**src/rtl/sram_bus_arbiter.sv**
```systemverilog
// Two-master (instruction/data) arbiter onto one SRAM-like bus with a single outstanding transaction.
// Optional macro ARB_ROUND_ROBIN_EN: alternate grants on contention instead of fixed data-master priority.
module sram_bus_arbiter (
    input  logic        clk,
    input  logic        rst,
    input  logic        i_req,
    input  logic        i_wr,
    input  logic [3:0]  i_select,
    input  logic [31:0] i_addr,
    input  logic [31:0] i_wdata,
    output logic        i_addr_ok,
    output logic        i_data_ok,
    output logic [31:0] i_rdata,
    input  logic        d_req,
    input  logic        d_wr,
    input  logic [3:0]  d_select,
    input  logic [31:0] d_addr,
    input  logic [31:0] d_wdata,
    output logic        d_addr_ok,
    output logic        d_data_ok,
    output logic [31:0] d_rdata,
    output logic        m_req,
    output logic        m_wr,
    output logic [3:0]  m_select,
    output logic [31:0] m_addr,
    output logic [31:0] m_wdata,
    input  logic        m_addr_ok,
    input  logic        m_data_ok,
    input  logic [31:0] m_rdata
);

    localparam logic [1:0] ST_IDLE  = 2'd0;
    localparam logic [1:0] ST_ADDR  = 2'd1;
    localparam logic [1:0] ST_DATA  = 2'd2;

    // Owner codes: master index gi maps to code gi+1 (0 = instruction, 1 = data).
    localparam logic [1:0] OWN_NONE = 2'd0;
    localparam logic [1:0] OWN_I    = 2'd1;
    localparam logic [1:0] OWN_D    = 2'd2;

    localparam logic       LAST_I   = 1'b0;
    localparam logic       LAST_D   = 1'b1;

    logic [1:0] state_reg, state_next;
    logic [1:0] owner_reg, owner_next;
    logic       last_reg,  last_next;

    logic [1:0]  mst_req;
    logic [1:0]  mst_wr;
    logic [3:0]  mst_select [2];
    logic [31:0] mst_addr   [2];
    logic [31:0] mst_wdata  [2];
    logic [1:0]  mst_owned;
    logic [1:0]  mst_addr_ok;
    logic [1:0]  mst_data_ok;

    logic        addr_phase;
    logic        data_phase;
    logic        owner_req;
    logic [1:0]  grant_code;

    assign mst_req       = {d_req, i_req};
    assign mst_wr        = {d_wr, i_wr};
    assign mst_select[0] = i_select;
    assign mst_select[1] = d_select;
    assign mst_addr[0]   = i_addr;
    assign mst_addr[1]   = d_addr;
    assign mst_wdata[0]  = i_wdata;
    assign mst_wdata[1]  = d_wdata;

    assign addr_phase = (state_reg == ST_ADDR);
    assign data_phase = (state_reg == ST_DATA);

    // Handshake returns reach only the owning master; in IDLE owner is NONE so nothing leaks.
    genvar gi;
    generate
        for (gi = 0; gi < 2; gi++) begin : g_master
            localparam logic [1:0] OWN_CODE = 2'(gi + 1);
            assign mst_owned[gi]   = (owner_reg == OWN_CODE);
            assign mst_addr_ok[gi] = mst_owned[gi] & addr_phase & m_addr_ok;
            assign mst_data_ok[gi] = mst_owned[gi] & m_data_ok &
                                     (data_phase | (addr_phase & m_addr_ok));
        end
    endgenerate

    assign i_addr_ok = mst_addr_ok[0];
    assign d_addr_ok = mst_addr_ok[1];
    assign i_data_ok = mst_data_ok[0];
    assign d_data_ok = mst_data_ok[1];
    assign i_rdata   = m_rdata;
    assign d_rdata   = m_rdata;
    assign m_req     = addr_phase;
    assign owner_req = |(mst_owned & mst_req);

    always_comb begin
        m_wr     = 1'b0;
        m_select = 4'd0;
        m_addr   = 32'd0;
        m_wdata  = 32'd0;
        if (mst_owned[0]) begin
            m_wr     = mst_wr[0];
            m_select = mst_select[0];
            m_addr   = mst_addr[0];
            m_wdata  = mst_wdata[0];
        end else if (mst_owned[1]) begin
            m_wr     = mst_wr[1];
            m_select = mst_select[1];
            m_addr   = mst_addr[1];
            m_wdata  = mst_wdata[1];
        end
    end

    always_comb begin
        grant_code = OWN_NONE;
        if (d_req && i_req) begin
`ifdef ARB_ROUND_ROBIN_EN
            grant_code = (last_reg == LAST_I) ? OWN_D : OWN_I;
`else
            grant_code = OWN_D;
`endif
        end else if (d_req) begin
            grant_code = OWN_D;
        end else if (i_req) begin
            grant_code = OWN_I;
        end
    end

    always_comb begin
        state_next = state_reg;
        owner_next = owner_reg;
        last_next  = last_reg;
        case (state_reg)
            ST_IDLE: begin
                if (grant_code != OWN_NONE) begin
                    owner_next = grant_code;
                    state_next = ST_ADDR;
                end
            end
            ST_ADDR: begin
                if (m_addr_ok) begin
                    if (m_data_ok) begin
                        last_next  = (owner_reg == OWN_D) ? LAST_D : LAST_I;
                        owner_next = OWN_NONE;
                        state_next = ST_IDLE;
                    end else begin
                        state_next = ST_DATA;
                    end
                end else if (!owner_req) begin
                    // Owner withdrew before the slave took the address: nothing was issued.
                    owner_next = OWN_NONE;
                    state_next = ST_IDLE;
                end
            end
            ST_DATA: begin
                if (m_data_ok) begin
                    last_next  = (owner_reg == OWN_D) ? LAST_D : LAST_I;
                    owner_next = OWN_NONE;
                    state_next = ST_IDLE;
                end
            end
            default: begin
                owner_next = OWN_NONE;
                state_next = ST_IDLE;
            end
        endcase
    end

    always_ff @(posedge clk) begin
        if (rst) begin
            state_reg <= ST_IDLE;
            owner_reg <= OWN_NONE;
            last_reg  <= LAST_I;
        end else begin
            state_reg <= state_next;
            owner_reg <= owner_next;
            last_reg  <= last_next;
        end
    end

endmodule

```
**config.mk**
```make
export PLATFORM = sky130hd
export DESIGN_NAME = sram_bus_arbiter
export DESIGN_NICKNAME = d
export VERILOG_FILES = /design/src/rtl/sram_bus_arbiter.sv
export SDC_FILE = /design/constraint.sdc
export NUM_CORES = 1
export LEC_CHECK = 0
export CAP_MARGIN = 20
export CORE_AREA = 2 2 123 125
export DETAILED_ROUTE_END_ITERATION = 10
export DIE_AREA = 0 0 125 127
export MAX_ROUTING_LAYER = met4
export PLACE_DENSITY_LB_ADDON = 0.2
export SYNTH_ARGS = -nofsm -noshare
export SYNTH_HDL_FRONTEND = slang
export SYNTH_SLANG_ARGS = --single-unit
export TNS_END_PERCENT = 50
```
**constraint.sdc**
```tcl
create_clock -name clk -period 1.55 [get_ports clk]
set_input_delay 0.2325 -clock clk [delete_from_list [all_inputs] [get_ports clk]]
set_output_delay 0.2325 -clock clk [all_outputs]
set_load 0.005 [all_outputs]
```
==> results_dict.tcl <==
set metrics [dict create \
    hold_path_depth 0 \
    reg2reg_slack_ns -0.14 \
    hold_viol 0 \
    fp.dieW_um 125 \
    num_antenna_cells 0 \
    syn_area_mm2 0.001424 \
    drt_iter0_drc 36 \
    root_buffer "clkbuf_16" \
    rr_startpoint "owner_reg[0]" \
    muxShareOfSynthArea_pct 0 \
    ys_types 21 \
    status "complete, but fails checks" \
    power.density_mw_per_mm2 440.7 \
    synthXorXnorAreaFrac_pct 0 \
    ant_nets 0 \
    fillers 1570 \
    drc 0 \
    first_pass_iters 4 \
    worstPathMaxFanout 6 \
    synth_compound_area_share_pct 46.75 \
    max_slew_margin_pct 81.96 \
    synth_top_family_by_area "compound AO/OA/AOI/OAI gates" \
    nets 550 \
    synthCells 183 \
    avgViaCountPerCell 3.869 \
    ioPinCount 314 \
    cts_tree "done" \
    finalCoreUtilization_pct 26.23 \
    cts_buffer_depth 2 \
    hp-start "m_rdata[3]" \
    hp-class "input pin to primary output" \
    post-route-min-period_ns 1.705 \
    core_mm2 0.01442 \
    p_leak_nw 1.662 \
    max_slew.worst_pin.slew_ns 0.2686 \
    worst-endpoint-arrival_ns 1.47 \
    insertion_delay_ns 0.23 \
    p_total_mw 1.667 \
    drive_gt1_share_pct 35.75 \
    h-tree-depth 1 \
    fp-row-count 44 \
    violations "setup timing" \
    grt_pass1_vias 2148 \
    postSynthNetCount 359 \
    dieHeight_um 127 \
    start_util_pct 9.872 \
    synth-simple-area-share_pct 8.436 \
    maxCapViolCount 0 \
    finalCritPeriodShare_pct 110.0 \
    clkTransAtPathRegs_ns 0.03 \
    rsz0062_at_grt "true" \
    pwr-share-clk_pct 24.4 \
    wl_mm 9.666 \
    hold_path_end "d_rdata[3]" \
    p_switching_uw 455.4 \
    power.share.sequential_pct 7.1 \
    grt_remaining_overflow 0 \
    synth-seq-area-share_pct 5.624 \
    ys_ff_latch 4 \
    cp_data_required_time_ns 1.32 \
    cts_buffers 3 \
    grt_usage_pct 10.28 \
    grt_max_degree 30 \
    whs_ns 0.4650 \
    vdd_drop_max_v 0.0002551 \
    fin_skew_ns 0.0007265 \
    clock_sinks 4 \
    wl_per_cell_um 17.38 \
    dieArea_mm2 0.01588 \
    area_growth_pct 165.7 \
    synth_area_per_cell_um2 7.781 \
    dp_cells 521 \
    report.final.slew_viol_count 0 \
    gp_congestion 0.7493 \
    setup_slack_ns -0.1549 \
    pwr-share-comb_pct 68.5 \
    synthAdderAreaFrac_pct 0 \
    cp-end-kind "primary output" \
    yosysWarnings 0 \
    setup_viol 72 \
    fmax_mhz 586.5 \
    dpl.hpwl_mm 6.108 \
    grt_pass1_wl_mm 12.41 \
    power_switching_share_pct 27.31 \
    finalNonFillerCells 556 \
    antenna_found_initial 0 \
    ff2ff_path_depth 8 \
    critPathLaunchType "register" \
    path_class "register to primary output" \
    hold_buffers 0 \
    rr_endpoint "state_reg[0]" \
    via_count 2151 \
    io_buffers 217 \
    power.internal_mw 1.212 \
]
-- worst max-delay path, stage by stage (launching register included) --
cell,delay (ns)
dfxtp_2,0.31
buf_6,0.11
nor2b_4,0.14
buf_6,0.17
buf_12,0.13
buf_8,0.11
a22o_1,0.15
buf_2,0.11
-- synthesized netlist by cell type, drive strengths merged --
cell / instances / share of area (%)
o41a: 1 / 0.79
buf: 70 / 36
nand2b: 4 / 1.8
nor2: 5 / 1.3
a22o: 69 / 42
inv: 2 / 0.53
nor3: 2 / 0.70
o21ai: 3 / 1.1
a22oi: 1 / 0.88
a2111oi: 1 / 1.1
dfxtp: 4 / 5.6
clkbuf: 10 / 2.6
nor2b: 2 / 0.88
nand2: 2 / 0.53
or2: 1 / 0.44
a211oi: 1 / 0.53
nor4bb: 1 / 0.70
nor3b: 2 / 1.1
nand3b: 2 / 1.1
-- timing repair --
item                                    in CTS  in global routing
cloned                                       7                  8
pin swaps                                   43                 29
gates resized for setup                    275                 36
setup buffers                               18                  6
endpoints found under the setup margin      75                 76
endpoints found under the hold margin        0                  0
-- placed cells by master (no fill, tap or decap) --
master | netlist | final
nand2_1 | 2 | 2
clkbuf_16 | 0 | 10
dfxtp_2 | 0 | 1
nor3_1 | 2 | 2
dlygate4sd2_1 | 0 | 1
inv_1 | 2 | 2
o21ai_1 | 2 | 2
clkbuf_2 | 0 | 15
a22oi_2 | 1 | 1
dfxtp_4 | 0 | 1
buf_4 | 65 | 16
clkdlybuf4s15_2 | 0 | 1
a211oi_1 | 1 | 1
buf_2 | 5 | 57
a22o_1 | 69 | 69
dfxtp_1 | 4 | 2
nor4bb_1 | 1 | 1
a2111oi_4 | 0 | 1
buf_8 | 0 | 5
buf_12 | 0 | 7
buf_6 | 0 | 9
nand3b_1 | 2 | 2
nand2b_4 | 0 | 1
o41a_1 | 1 | 1
nor3b_1 | 2 | 2
buf_16 | 0 | 5
or2_1 | 1 | 1
clkdlybuf4s50_1 | 0 | 143
o21ai_2 | 0 | 1
nand2b_1 | 4 | 3
nor2b_4 | 0 | 2
nor2_1 | 5 | 5
-- layer usage --
metal / share of wire, % / GRT usage (%) / vias up
met4: 1.7 / 2.549 / 0
met1: 37 / 11.17 / 968
met2: 52 / 18.19 / 145
met3: 8.9 / 3.392 / 22
li1: - / - / 1016
met5: 0 / - / -
-- final cells by class --
cell class              instances  area (um2)  share of cell area, %
multi-input cells              97       824.5                  21.79
clock buffers                   3       75.07                  1.984
repair buffers                266        2561                  67.69
flip-flops and latches          4       85.08                  2.249
inverters                       2       7.507                 0.1984
well taps                     184       230.2                  6.085
-- how the worst max path moves through the flow --
stage            startpoint           end  slack [ns]  cells past startpoint
4_1_cts        owner_reg[1]   m_wdata[27]       -0.26                      7
3_3_place_gp   owner_reg[1]    m_addr[26]       -0.31                      4
3_5_place_dp   owner_reg[1]    m_addr[26]       -0.32                      4
2_1_floorplan  owner_reg[0]   m_wdata[21]        0.17                      5
5_1_grt        owner_reg[0]  state_reg[0]       -0.22                      8
6_report       owner_reg[0]    m_addr[11]       -0.15                      7
-- power groups by stage --
stage          clock, mW  combinational [mW]  sequential (mW)
4_1_cts            0.408                1.13            0.117
6_report           0.407                1.14            0.118
2_1_floorplan          0               0.396            0.121
5_1_grt            0.418                1.22            0.119
3_5_place_dp           0                1.01            0.120
3_3_place_gp           0                1.01            0.120
-- through the flow --
stage	instance area [um2]	setup WS, ns	setup TNS (ns)
final	3784	-0.1549	-7.088
after global routing	3784	-0.2240	-10.99
after CTS	3710	-0.2553	-11.60
after detailed placement	3468	-0.3185	-18.91
after global placement	3468	-0.3111	-17.47
after floorplan	1424	0.1734	0
-- cells by family (layout without fill, tap and decap cells) --
family / count (synthesis) / after routing
buf+inv: 82 / 271
compound gates: 76 / 76
simple gates: 21 / 21
flops: 4 / 4
Note: power is estimated with default switching activity, not from simulation.
